## src/rtl/regfile_wb_arbiter_pkg.sv

```systemverilog
// Shared types and constants for the register-file write-back arbiter.
package regfile_wb_arbiter_pkg;

  localparam int ADR_W  = 5;
  localparam int DATA_W = 32;
  localparam int NREGS  = 1 << ADR_W;

  localparam logic [ADR_W-1:0] REG_ZERO = '0;

  // One register-file write: destination and value.
  typedef struct packed {
    logic [ADR_W-1:0]  adr;
    logic [DATA_W-1:0] data;
  } wb_req_t;

  localparam int WB_REQ_W = $bits(wb_req_t);

  // Decode a register address into a one-hot register mask.
  function automatic logic [NREGS-1:0] reg_onehot(input logic [ADR_W-1:0] a);
    reg_onehot    = '0;
    reg_onehot[a] = 1'b1;
  endfunction

endpackage

```

## src/rtl/regfile_wb_arbiter_if.sv

```systemverilog
// Bus bundle for the write-back arbiter: pipeline result, long-latency
// handshake, decode hazard check and the register-file write port.
interface regfile_wb_arbiter_if;
  import regfile_wb_arbiter_pkg::*;

  logic                pipe_valid;
  logic [ADR_W-1:0]    pipe_adrW;
  logic [DATA_W-1:0]   pipe_inW;
  logic                lng_issue;
  logic [ADR_W-1:0]    lng_issue_adr;
  logic                lng_valid;
  logic                lng_ready;
  logic [ADR_W-1:0]    lng_adrW;
  logic [DATA_W-1:0]   lng_inW;
  logic [ADR_W-1:0]    chk_adrA;
  logic [ADR_W-1:0]    chk_adrB;
  logic [ADR_W-1:0]    chk_adrD;
  logic                stall;
  logic [NREGS-1:0]    pending;
  logic [ADR_W-1:0]    adrW;
  logic                writeEn;
  logic [DATA_W-1:0]   inW;

  // Arbiter side.
  modport slave (
    input  pipe_valid, pipe_adrW, pipe_inW,
    input  lng_issue, lng_issue_adr,
    input  lng_valid, lng_adrW, lng_inW,
    input  chk_adrA, chk_adrB, chk_adrD,
    output lng_ready, stall, pending,
    output adrW, writeEn, inW
  );

  // Pipeline / execution-unit side.
  modport master (
    output pipe_valid, pipe_adrW, pipe_inW,
    output lng_issue, lng_issue_adr,
    output lng_valid, lng_adrW, lng_inW,
    output chk_adrA, chk_adrB, chk_adrD,
    input  lng_ready, stall, pending,
    input  adrW, writeEn, inW
  );

endinterface

```

## src/rtl/regfile_wb_arbiter_wb_sync_fifo.sv

```systemverilog
// Small synchronous FIFO holding long-latency results until the write port
// is free. Pointers carry one extra wrap bit to tell full from empty.
module wb_sync_fifo #(
  parameter int DEPTH = 2,
  parameter int WIDTH = 37
) (
  input  logic             clk,
  input  logic             rst,
  input  logic             push_i,
  input  logic [WIDTH-1:0] wr_data_i,
  input  logic             pop_i,
  output logic [WIDTH-1:0] rd_data_o,
  output logic             full_o,
  output logic             empty_o
);

  localparam int PTR_W = $clog2(DEPTH);
  localparam logic [PTR_W:0] PTR_ONE = {{PTR_W{1'b0}}, 1'b1};

  logic [PTR_W:0]   wr_ptr_q, rd_ptr_q;
  logic [WIDTH-1:0] mem_q [DEPTH];
  logic             do_push, do_pop;

  assign do_push = push_i & ~full_o;
  assign do_pop  = pop_i & ~empty_o;

  assign empty_o   = (wr_ptr_q == rd_ptr_q);
  assign full_o    = (wr_ptr_q[PTR_W] != rd_ptr_q[PTR_W]) &&
                     (wr_ptr_q[PTR_W-1:0] == rd_ptr_q[PTR_W-1:0]);
  assign rd_data_o = mem_q[rd_ptr_q[PTR_W-1:0]];

  // Pointer advance; reset discards all contents.
  always_ff @(posedge clk) begin
    if (rst) begin
      wr_ptr_q <= '0;
      rd_ptr_q <= '0;
    end else begin
      if (do_push) wr_ptr_q <= wr_ptr_q + PTR_ONE;
      if (do_pop)  rd_ptr_q <= rd_ptr_q + PTR_ONE;
    end
  end

  // Entry storage; contents are meaningless until the pointers say otherwise.
  always_ff @(posedge clk) begin
    if (do_push) mem_q[wr_ptr_q[PTR_W-1:0]] <= wr_data_i;
  end

endmodule

```

## src/rtl/regfile_wb_arbiter.sv

```systemverilog
// Register-file write-back arbiter: pipeline results take the write port
// with fixed priority; long-latency results are buffered and drained when
// the pipeline is idle. A pending scoreboard lets decode stall on hazards.
// Optional feature macro: WB_BYPASS_EN (idle-port long results skip the FIFO).
module regfile_wb_arbiter
  import regfile_wb_arbiter_pkg::*;
#(
  parameter int LNG_DEPTH = 2
) (
  input logic                 clk,
  input logic                 rst,
  regfile_wb_arbiter_if.slave bus
);

  wb_req_t          pipe_req, lng_req, head_req;
  wb_req_t          out_d, out_q;
  logic             we_d, we_q;
  logic             fifo_full, fifo_empty;
  logic             lng_acc, lng_keep, push, pop, bypass, clr_en;
  logic [NREGS-1:0] pend_d, pend_q, set_vec, clr_vec;

  assign pipe_req = '{adr: bus.pipe_adrW, data: bus.pipe_inW};
  assign lng_req  = '{adr: bus.lng_adrW,  data: bus.lng_inW};

  // Ready is derived from the registered full flag only; held low in reset.
  assign bus.lng_ready = ~fifo_full & ~rst;
  assign lng_acc       = bus.lng_valid & bus.lng_ready;
  assign lng_keep      = (bus.lng_adrW != REG_ZERO);
  assign push          = lng_acc & lng_keep & ~bypass;

  wb_sync_fifo #(
    .DEPTH (LNG_DEPTH),
    .WIDTH (WB_REQ_W)
  ) u_fifo (
    .clk       (clk),
    .rst       (rst),
    .push_i    (push),
    .wr_data_i (lng_req),
    .pop_i     (pop),
    .rd_data_o (head_req),
    .full_o    (fifo_full),
    .empty_o   (fifo_empty)
  );

  // Write-port arbitration: pipeline first, then buffered long results.
  always_comb begin
    we_d   = 1'b0;
    out_d  = out_q;
    pop    = 1'b0;
    bypass = 1'b0;
    clr_en = 1'b0;
    if (bus.pipe_valid) begin
      we_d  = 1'b1;
      out_d = pipe_req;
    end else if (!fifo_empty) begin
      we_d   = 1'b1;
      out_d  = head_req;
      pop    = 1'b1;
      clr_en = 1'b1;
    end
`ifdef WB_BYPASS_EN
    else if (lng_acc && lng_keep) begin
      we_d   = 1'b1;
      out_d  = lng_req;
      bypass = 1'b1;
      clr_en = 1'b1;
    end
`endif
  end

  // Scoreboard set/clear masks; set is applied after clear so it wins.
  always_comb begin
    set_vec = '0;
    clr_vec = '0;
    if (bus.lng_issue && (bus.lng_issue_adr != REG_ZERO))
      set_vec = reg_onehot(bus.lng_issue_adr);
    if (clr_en)
      clr_vec = reg_onehot(out_d.adr);
  end

  assign pend_d[0] = 1'b0;
  for (genvar gi = 1; gi < NREGS; gi++) begin : g_pend
    assign pend_d[gi] = set_vec[gi] | (pend_q[gi] & ~clr_vec[gi]);
  end

  // Registered write port and scoreboard.
  always_ff @(posedge clk) begin
    if (rst) begin
      we_q   <= 1'b0;
      out_q  <= '0;
      pend_q <= '0;
    end else begin
      we_q   <= we_d;
      out_q  <= out_d;
      pend_q <= pend_d;
    end
  end

  assign bus.writeEn = we_q;
  assign bus.adrW    = out_q.adr;
  assign bus.inW     = out_q.data;
  assign bus.pending = pend_q;
  assign bus.stall   = pend_q[bus.chk_adrA] | pend_q[bus.chk_adrB] |
                       pend_q[bus.chk_adrD];

endmodule

```

## src/flat_wrapper.sv

```systemverilog
// flat-port wrapper written by rule: the top's interface ports become plain ports
module regfile_wb_arbiter_flat import regfile_wb_arbiter_pkg::*;
#(
  parameter int LNG_DEPTH = 2
)
  (clk, rst, bus_pipe_valid, bus_pipe_adrW, bus_pipe_inW, bus_lng_issue, bus_lng_issue_adr, bus_lng_valid, bus_lng_adrW, bus_lng_inW, bus_chk_adrA, bus_chk_adrB, bus_chk_adrD, bus_lng_ready, bus_stall, bus_pending, bus_adrW, bus_writeEn, bus_inW);
  regfile_wb_arbiter_if bus_i ();
  input logic clk;
  input logic rst;
  input wire logic [$bits(bus_i.pipe_valid)-1:0] bus_pipe_valid;
  input wire logic [$bits(bus_i.pipe_adrW)-1:0] bus_pipe_adrW;
  input wire logic [$bits(bus_i.pipe_inW)-1:0] bus_pipe_inW;
  input wire logic [$bits(bus_i.lng_issue)-1:0] bus_lng_issue;
  input wire logic [$bits(bus_i.lng_issue_adr)-1:0] bus_lng_issue_adr;
  input wire logic [$bits(bus_i.lng_valid)-1:0] bus_lng_valid;
  input wire logic [$bits(bus_i.lng_adrW)-1:0] bus_lng_adrW;
  input wire logic [$bits(bus_i.lng_inW)-1:0] bus_lng_inW;
  input wire logic [$bits(bus_i.chk_adrA)-1:0] bus_chk_adrA;
  input wire logic [$bits(bus_i.chk_adrB)-1:0] bus_chk_adrB;
  input wire logic [$bits(bus_i.chk_adrD)-1:0] bus_chk_adrD;
  output wire logic [$bits(bus_i.lng_ready)-1:0] bus_lng_ready;
  output wire logic [$bits(bus_i.stall)-1:0] bus_stall;
  output wire logic [$bits(bus_i.pending)-1:0] bus_pending;
  output wire logic [$bits(bus_i.adrW)-1:0] bus_adrW;
  output wire logic [$bits(bus_i.writeEn)-1:0] bus_writeEn;
  output wire logic [$bits(bus_i.inW)-1:0] bus_inW;
  assign bus_i.pipe_valid = bus_pipe_valid;
  assign bus_i.pipe_adrW = bus_pipe_adrW;
  assign bus_i.pipe_inW = bus_pipe_inW;
  assign bus_i.lng_issue = bus_lng_issue;
  assign bus_i.lng_issue_adr = bus_lng_issue_adr;
  assign bus_i.lng_valid = bus_lng_valid;
  assign bus_i.lng_adrW = bus_lng_adrW;
  assign bus_i.lng_inW = bus_lng_inW;
  assign bus_i.chk_adrA = bus_chk_adrA;
  assign bus_i.chk_adrB = bus_chk_adrB;
  assign bus_i.chk_adrD = bus_chk_adrD;
  assign bus_lng_ready = bus_i.lng_ready;
  assign bus_stall = bus_i.stall;
  assign bus_pending = bus_i.pending;
  assign bus_adrW = bus_i.adrW;
  assign bus_writeEn = bus_i.writeEn;
  assign bus_inW = bus_i.inW;
  regfile_wb_arbiter #(.LNG_DEPTH(LNG_DEPTH)) u_core (.clk(clk), .rst(rst), .bus(bus_i));
endmodule
```

## config.mk

```make
export PLATFORM = sky130hd
export DESIGN_NAME = regfile_wb_arbiter_flat
export DESIGN_NICKNAME = d
export VERILOG_FILES = /design/src/rtl/regfile_wb_arbiter_pkg.sv /design/src/rtl/regfile_wb_arbiter_if.sv /design/src/rtl/regfile_wb_arbiter_wb_sync_fifo.sv /design/src/rtl/regfile_wb_arbiter.sv /design/src/flat_wrapper.sv
export SDC_FILE = /design/constraint.sdc
export NUM_CORES = 1
export LEC_CHECK = 0
export CAP_MARGIN = 20
export CELL_PAD_IN_SITES_DETAIL_PLACEMENT = 1
export CELL_PAD_IN_SITES_GLOBAL_PLACEMENT = 1
export CORE_ASPECT_RATIO = 1.75
export CORE_UTILIZATION = 39
export DETAILED_ROUTE_END_ITERATION = 8
export PLACE_DENSITY = 0.77
export SLEW_MARGIN = 30
export SYNTH_ARGS = -nofsm -noshare
export SYNTH_HDL_FRONTEND = slang
export SYNTH_SLANG_ARGS = --single-unit
```

## constraint.sdc

```tcl
create_clock -name clk -period 4.56 [get_ports clk]
set_clock_uncertainty 0.2 [all_clocks]
set_input_delay 0.684 -clock clk [delete_from_list [all_inputs] [get_ports clk]]
set_output_delay 0.684 -clock clk [all_outputs]
set_load 0.01 [all_outputs]
```

==> impl_metrics.yaml <==
status:
  status: "finished clean"
global_routing:
  first_global_vias: 6134
  grt_max_degree: 69
  grtUsageTotal_pct: 26.5
  grt_pass1_wl_um: 35100
  grt_overflow: 0
  antenna_found_initial: 1
die:
  core_um2: 17500
  rows: 64
  die_area_um2: 18300
  initial_core_util_pct: 39.7
  ioPinCount: 171
  fp.dieH_um: 178
  chipWidth_um: 103
drt:
  post_drt_via_cell_ratio: 5.88
  vias: 5773
  firstDrtPassIters: 5
  remaining_drc_errors: 0
  final_antenna_net_count: 0
  finalWirelength_um: 23200
  drt-initial-drc-count: 315
  wire_per_inst_um: 23.7
synth:
  synthXorXnorAreaFrac_pct: 1.39
  yosys.area.top_type: "edfxtp_1"
  synthSimpleGateAreaFrac_pct: 9.66
  synth_area_um2: 6930
  synthTopCellsByCount: "91 x nand2_1, 74 x dfxtp_1, 74 x edfxtp_1, 41 x mux2i_1, 38 x a21oi_1"
  synthCells: 584
  ys_ff_latch: 148
  seq_area_frac_synth_pct: 53.4
  synth_top_family_by_area: "compound AO/OA/AOI/OAI gates"
  synth_edf_count: 74
  ys_warn_count: 0
  avgSynthCellArea_um2: 11.9
  yosysMostFrequentCell: "nand2_1"
  ys_types: 63
  ys.flop_type: "edfxtp_1"
  synthMuxAreaShare_pct: 12.9
  synth-adder-area-share_pct: 0
  syn-num-nets: 683
  yosysTopAreaCellShare_pct: 32.1
  synth_area_leaders: "edfxtp_1 32%, dfxtp_1 21%, mux2i_1 5.9%"
  synth_compound_area_share_pct: 19.0
  async_reset_ff_share_pct: 0
worst_setup_path:
  slowest_stage: "clkdlybuf4s50_1"
  critPathKind: "in2out"
  reg2reg_to: "u_core.bus.pending[11]"
  rrSetupSlack_ns: 1.76
  endpoint_kind: "primary output"
  cp.required_ns: 3.68
  start_kind: "input port"
  crit_start: "bus_chk_adrD[2]"
  reg2regPathDepth: 5
  timing.rr.start: "u_core.u_fifo.wr_ptr_q[0]"
  path_cells: "clkdlybuf4s50_1 -> mux2_2 -> a221oi_1 -> a2111oi_0 -> nor4_1 -> nand3_1 -> clkdlybuf4s50_1"
  cp_common_cell: "clkdlybuf4s50_1"
  critPathMaxFanout: 9
  crit_end: "bus_stall"
  path_depth: 7
  cp.arrival_ns: 3.22
  slowest_delay_ns: 0.70
  critPathTopFamily: "buffers and inverters"
  crit_buf_inv: 2
power_and_ir_drop:
  leakage_nw: 3.16
  powerDensity_nw_per_um2: 404
  vdd_drop_max_v: 0.000320
timing:
  worst_slack_ns: 0.452
  rsz0062_at_grt: "no"
  fmax_mhz: 243
  period_share_pct: 90.1
  setup_violations: 0
  worstMarginPinSlew_ns: 0.915
  finalHoldViolCount: 0
  period_needed_ns: 4.11
  slew_headroom_pct: 38.5
  final_max_slew_viol_count: 0
  tns_ns: 0
clock_tree:
  clkTransAtPathRegs_ns: 0.07
  post_cts_resized: 0
  cts_setup_buffers: 0
  root_buffer: "clkbuf_16"
  cts_tree: "yes"
  clk_path_buf_depth: 2
  numCtsBuffers: 17
  clock-sinks: 148
  clk_latency_ns: 0.43
  cts_hold_buf: 0
  h-tree-depth: 4
finish:
  finalNonFillerCells: 981
  syn_to_final_growth_pct: 36.0
  num-fill-cells: 1879
  multi_input_area_um2: 3010
  drive_above_1_share_pct: 11.6
  seqCellArea_um2: 3700
  nets: 834
hold_path:
  hold_class: "reg2reg"
  whs_path_depth: 2
placement:
  dp.cells: 947
  portBuffers: 169
  dp_slack_ns: 0.464
  gp_congestion: 0.881
  dp_hpwl_um: 16400
run:
  max-cap-violations: 0
cells in the final DEF (no fill, tap or decap), drive strengths merged, types with 2 or more instances in the layout:
cell type      netlist  layout
a2111oi              6       6
nor3b                6       6
xor2                 3       3
o31a                 2       2
a31oi                5       5
mux4                17      17
nor4b                2       2
edfxtp              74      74
nor3                 6       6
a21oi               38      38
nand2b               3       3
inv                  6      17
mux2                 9       9
o31ai                6       6
nand3                7       7
and2                 2       2
a221oi               5       5
a22o                13      13
o21ai               13      13
o211ai              37      37
a41oi               12      12
buf                 17      10
nand2               91      91
clkinv               1       4
clkbuf              28      17
nand3b               3       3
xnor2                5       5
nor2b                7       7
o311ai              15      15
mux2i               41      41
nor2                12      12
clkdlybuf4s50        0     167
diode                0       2
a21o                 4       4
dfxtp               74      74
worst min-delay path: cells and delay by family (launching register included):
family | cells | cell delay [ns]
AO/OA/AOI/OAI | 2 | 0.19
flip-flops | 1 | 0.35
final cells by class:
cell class	instances	area share [%]
Timing Repair Buffer	177	18.9
Clock inverter	15	1.91
Clock buffer	17	4.51
Tap cell	231	3.07
Antenna cell	2	0.0531
Inverter	7	0.279
Sequential cell	148	39.3
Multi-Input combinational cell	384	32.0
layer usage:
layer	wire [um]	global-route usage [%]
met5	0	0
met4	979	13.0
met3	1680	7.56
met2	12500	47.2
met1	8060	27.8
state kept, by name, indices dropped and copies added (netlist names), named ones only:
register                cells
u_core.bus.inW             32
u_core.u_fifo.rd_ptr_q      2
u_core.bus.writeEn          1
u_core.u_fifo.wr_ptr_q      2
u_core.bus.adrW             5
u_core.bus.pending         31
u_core.u_fifo.mem_q        74
worst min-delay path by stage:
stage | to | from | slack (ns)
6_report | u_core.bus.pending[6] | u_core.bus.pending[6] | 0.39
5_1_grt | u_core.bus.inW[6] | u_core.bus.inW[6] | 0.42
2_1_floorplan | u_core.bus.pending[2] | u_core.bus.pending[2] | 0.33
4_1_cts | u_core.bus.pending[6] | u_core.bus.pending[6] | 0.39
3_5_place_dp | u_core.bus.pending[6] | u_core.bus.pending[6] | 0.37
3_3_place_gp | u_core.bus.adrW[1] | u_core.bus.adrW[1] | 0.37
kinds of logic (layout without fill, tap and decap cells):
logic type | after synthesis | in the layout
xor gates and xnor gates | 8 | 8
other | 1 | 3
AOI/OAI and AO/OA | 164 | 164
buffers and inverters | 52 | 216
DFF | 148 | 148
and+or+nand+nor | 144 | 144
muxes | 67 | 67
stage by stage:
stage	power, mW	hold slack, ns	utilization, %	area [um2]
5_1_grt	3.94	0.417	54.0	9420
4_1_cts	3.82	0.385	53.9	9410
3_3_place_gp	2.36	0.368	50.1	8740
3_5_place_dp	2.39	0.374	50.4	8800
2_1_floorplan	2.07	0.330	-	6930
6_report	3.81	0.391	54.0	9430
where the power goes:
group | internal (mW) | switching (mW)
Sequential | 1.48 | 0.0743
Combinational | 0.360 | 0.458
Clock | 0.790 | 0.639
Power figures use the tool's default switching activity.
==> edit 1 (config.mk and constraints unchanged) <==
Make the reset (`rst`) asynchronous in 2 clocked blocks.
--- a/src/rtl/regfile_wb_arbiter_wb_sync_fifo.sv
+++ b/src/rtl/regfile_wb_arbiter_wb_sync_fifo.sv
@@ -30,7 +30,7 @@
   assign rd_data_o = mem_q[rd_ptr_q[PTR_W-1:0]];
 
   // Pointer advance; reset discards all contents.
-  always_ff @(posedge clk) begin
+  always_ff @(posedge clk or posedge rst) begin
     if (rst) begin
       wr_ptr_q <= '0;
       rd_ptr_q <= '0;
--- a/src/rtl/regfile_wb_arbiter.sv
+++ b/src/rtl/regfile_wb_arbiter.sv
@@ -84,7 +84,7 @@
   end
 
   // Registered write port and scoreboard.
-  always_ff @(posedge clk) begin
+  always_ff @(posedge clk or posedge rst) begin
     if (rst) begin
       we_q   <= 1'b0;
       out_q  <= '0;
Check against the original RTL: differs if rst is asserted again (counterexample within 4 cycles, from zero or initial values and one cycle with rst high); with rst held inactive, the same outputs for 4 cycles.
==> edit 1 against the unedited design <==
  * Final area is 0.45% lower
  * Routed wire length down 4.1%
  * Sequential cell count down 1
  * Synthesized area rose by 0.69%
  * Worst setup slack better by 0.054 ns
  * Global-route usage decreased by 0.69 points
  * Critical endpoint unchanged
  * Non-clock buffer count shrank 2
  * Critical path type unchanged
  * First-iteration DRC count fell by 46%
Power is not compared: it rests on default switching activity, and its combinational part moved more than twofold at a synthesized area within 25%.
==> edit 1: results (changes against the unedited design) <==
metric;value;unit;change
worstHoldStart;u_core.u_fifo.wr_ptr_q[1];;was u_core.bus.pending[6]
nFillCells;1882;;was 1879
whs_path_depth;1;;was 2
synth_area_leaders;edfxtp_1, dfrtp_1, nand2_1;;was edfxtp_1, dfxtp_1, mux2i_1
place_ws;0.495;ns;was 0.464 ns
hpwl;16400;um;about the same
num_antenna_cells;1;;was 2
cp.arrival;3.17;ns;was 3.22 ns
clkbuf_count;22;;was 17
syn_nets;687;;was 683
status;complete, no violations;;unchanged
gp_congestion;0.967;;was 0.881
num-multi-input-gates;373;;was 384
p_total;5.45;mW;
fin_cells;988;;was 981
clock_area_share;6.09;%;was 6.42%
placement.cell_area;8810;um^2;was 8800 um^2
drt-initial-drc-count;169;;was 315
finish.net_count;842;;was 834
netlist_top_cells_count;nand2_1, o21ai_0, edfxtp_1;;was nand2_1, dfxtp_1, edfxtp_1
max-slew-margin-rel;37.7;%;was 38.5%
num-nonclk-buffers;175;;was 177
grt_max_degree;57;;was 69
nonClkBufAreaFrac;18.5;%;was 18.9%
dr.pass1.iters;4;;was 5
ys_seq_area_share;58.0;%;was 53.4%
via_per_inst;5.62;;was 5.88
final_layout_size_suffix_gt1_share;10.1;%;was 11.6%
==> edit 1: kinds of logic after synthesis <==
kind of cell	after synthesis	share of synthesized area, %
buffers and inverters	68	4.46
other	1	0.0537
flip-flops	147	58.0
multiplexers	66	12.7
XOR/XNOR	8	1.11
AND/OR/NAND/NOR	163	11.0
AO/OA/AOI/OAI	135	12.7
==> edit 1: path summary, 6_finish.rpt <==
check	endpoint	slack [ns]
max in group asynchronous	u_core.bus.inW[4]	2.67
worst min-delay path	u_core.u_fifo.wr_ptr_q[1]	0.35
worst min register to register	u_core.u_fifo.wr_ptr_q[1]	0.35
worst max-delay path	bus_stall	0.51
min in group asynchronous	u_core.u_fifo.wr_ptr_q[0]	0.54
worst max register to register	u_core.bus.pending[1]	1.61
==> edit 1: layer usage <==
metal,GRT usage [%],share of wire [%]
met2,47.5,55
met5,0,0.058
met1,24.3,33
met3,7.13,5.8
met4,16.5,6.3
==> edit 2 (same flow settings) <==
Made on the original files. Add a define of `WB_BYPASS_EN`.
--- a/src/rtl/regfile_wb_arbiter.sv
+++ b/src/rtl/regfile_wb_arbiter.sv
@@ -2,6 +2,8 @@
 // with fixed priority; long-latency results are buffered and drained when
 // the pipeline is idle. A pending scoreboard lets decode stall on hazards.
 // Optional feature macro: WB_BYPASS_EN (idle-port long results skip the FIFO).
+`define WB_BYPASS_EN
+
 module regfile_wb_arbiter
   import regfile_wb_arbiter_pkg::*;
 #(
Check against the original RTL: not equivalent (a bounded check fails within 4 cycles, from zero or initial values and one cycle with rst high).
==> edit 2 against the unedited design <==
  * Power is 1.1% higher
  * Worst setup slack got worse by 0.18 ns
  * Routed wire length grew 4.2%
  * Fmax decreased by 4.2%
  * Sequential cell count is the same
  * Via count rose by 5.0%
  * Synthesized area increased by 2.3%
  * Final area is 1.1% higher
  * Critical endpoint unchanged
==> edit 2: results (changes against the unedited design) <==
metric;value;unit;change
place_ws;0.246;ns;was 0.464 ns
netlist_top_cells_count;nor2_1, dfxtp_1, edfxtp_1;;was nand2_1, dfxtp_1, edfxtp_1
syn_area_per_cell;11.2;um^2;was 11.9 um^2
grt_pass1_vias;6702;;was 6134
hpwl;17800;um;was 16400 um
nFillCells;1904;;was 1879
cpPeakStageDelay;0.78;ns;was 0.70 ns
dp_cells;992;;was 947
max-slew-margin-rel;41.1;%;was 38.5%
dr_total_vias;6060;;was 5773
gp_congestion;0.950;;was 0.881
status;complete, no violations;;unchanged
synth_xor_area_share;1.31;%;was 1.39%
ys_seq_area_share;52.3;%;was 53.4%
synth_compound_area_share;14.5;%;was 19.0%
drt-total-wl;24200;um;was 23200 um
dr.pass1.iters;4;;was 5
drt-initial-drc-count;307;;was 315
antenna_found_initial;2;;was 1
ir_drop;258;uV;was 320 uV
synthMuxAreaShare;14.6;%;was 12.9%
wl_per_cell;23.6;um;was 23.7 um
synth_area_leaders;edfxtp_1, dfxtp_1, mux4_2;;was edfxtp_1, dfxtp_1, mux2i_1
groute.usage.overall;26.0;%;was 26.5%
grt_max_degree;66;;was 69
final_layout_size_suffix_gt1_share;11.1;%;was 11.6%
synth_cell_type_count;54;;was 63
==> edit 2: routing by layer <==
metal  up-vias  global-route usage, %  wire (um)
li1       2747                      -          -
met5         -                      0          0
met2       258                   50.6      13600
met4         0                   17.6       1370
met1      2966                   23.6       8070
met3        89                   5.21       1140
==> edit 2: worst max-delay path, delay by kind of cell <==
kind                   cells  cell delay [ns]
multiplexers               3             1.31
buffers and inverters      2             1.28
AND/OR/NAND/NOR            1             0.14
==> edit 2: area by class of cell <==
type | instances | area share [%]
timing repair buffer | 179 | 18.4
clock inverter | 13 | 1.56
inverter | 24 | 0.945
multi-input combinational | 410 | 32.6
tap | 231 | 3.03
sequential | 148 | 38.9
antenna | 2 | 0.0525
clock buffer | 19 | 4.54
==> edit 2: through the flow <==
| stage | utilization, % | cell area [um^2] |
|---|---|---|
| floorplan | - | 7090 |
| global placement | 50.8 | 8940 |
| detailed placement | 50.8 | 8940 |
| CTS | 54.1 | 9530 |
| global route | 54.1 | 9530 |
| finish | 54.1 | 9530 |
==> edit 2: power by group <==
group	total [mW]	switching, mW	internal, mW
Clock	1.40	0.585	0.817
Sequential	1.56	0.0628	1.49
Combinational	0.892	0.513	0.379
Total	3.85	1.16	2.69
==> edit 2: worst paths after layout <==
path                             start               endpoint  slack (ns)  depth (start not counted)
min                 u_core.bus.inW[21]     u_core.bus.inW[21]        0.30                          2
max reg2reg  u_core.u_fifo.wr_ptr_q[1]  u_core.bus.pending[7]        1.67                          6
max                    bus_chk_adrD[0]              bus_stall        0.27                          6
min reg2reg         u_core.bus.inW[21]     u_core.bus.inW[21]        0.30                          2
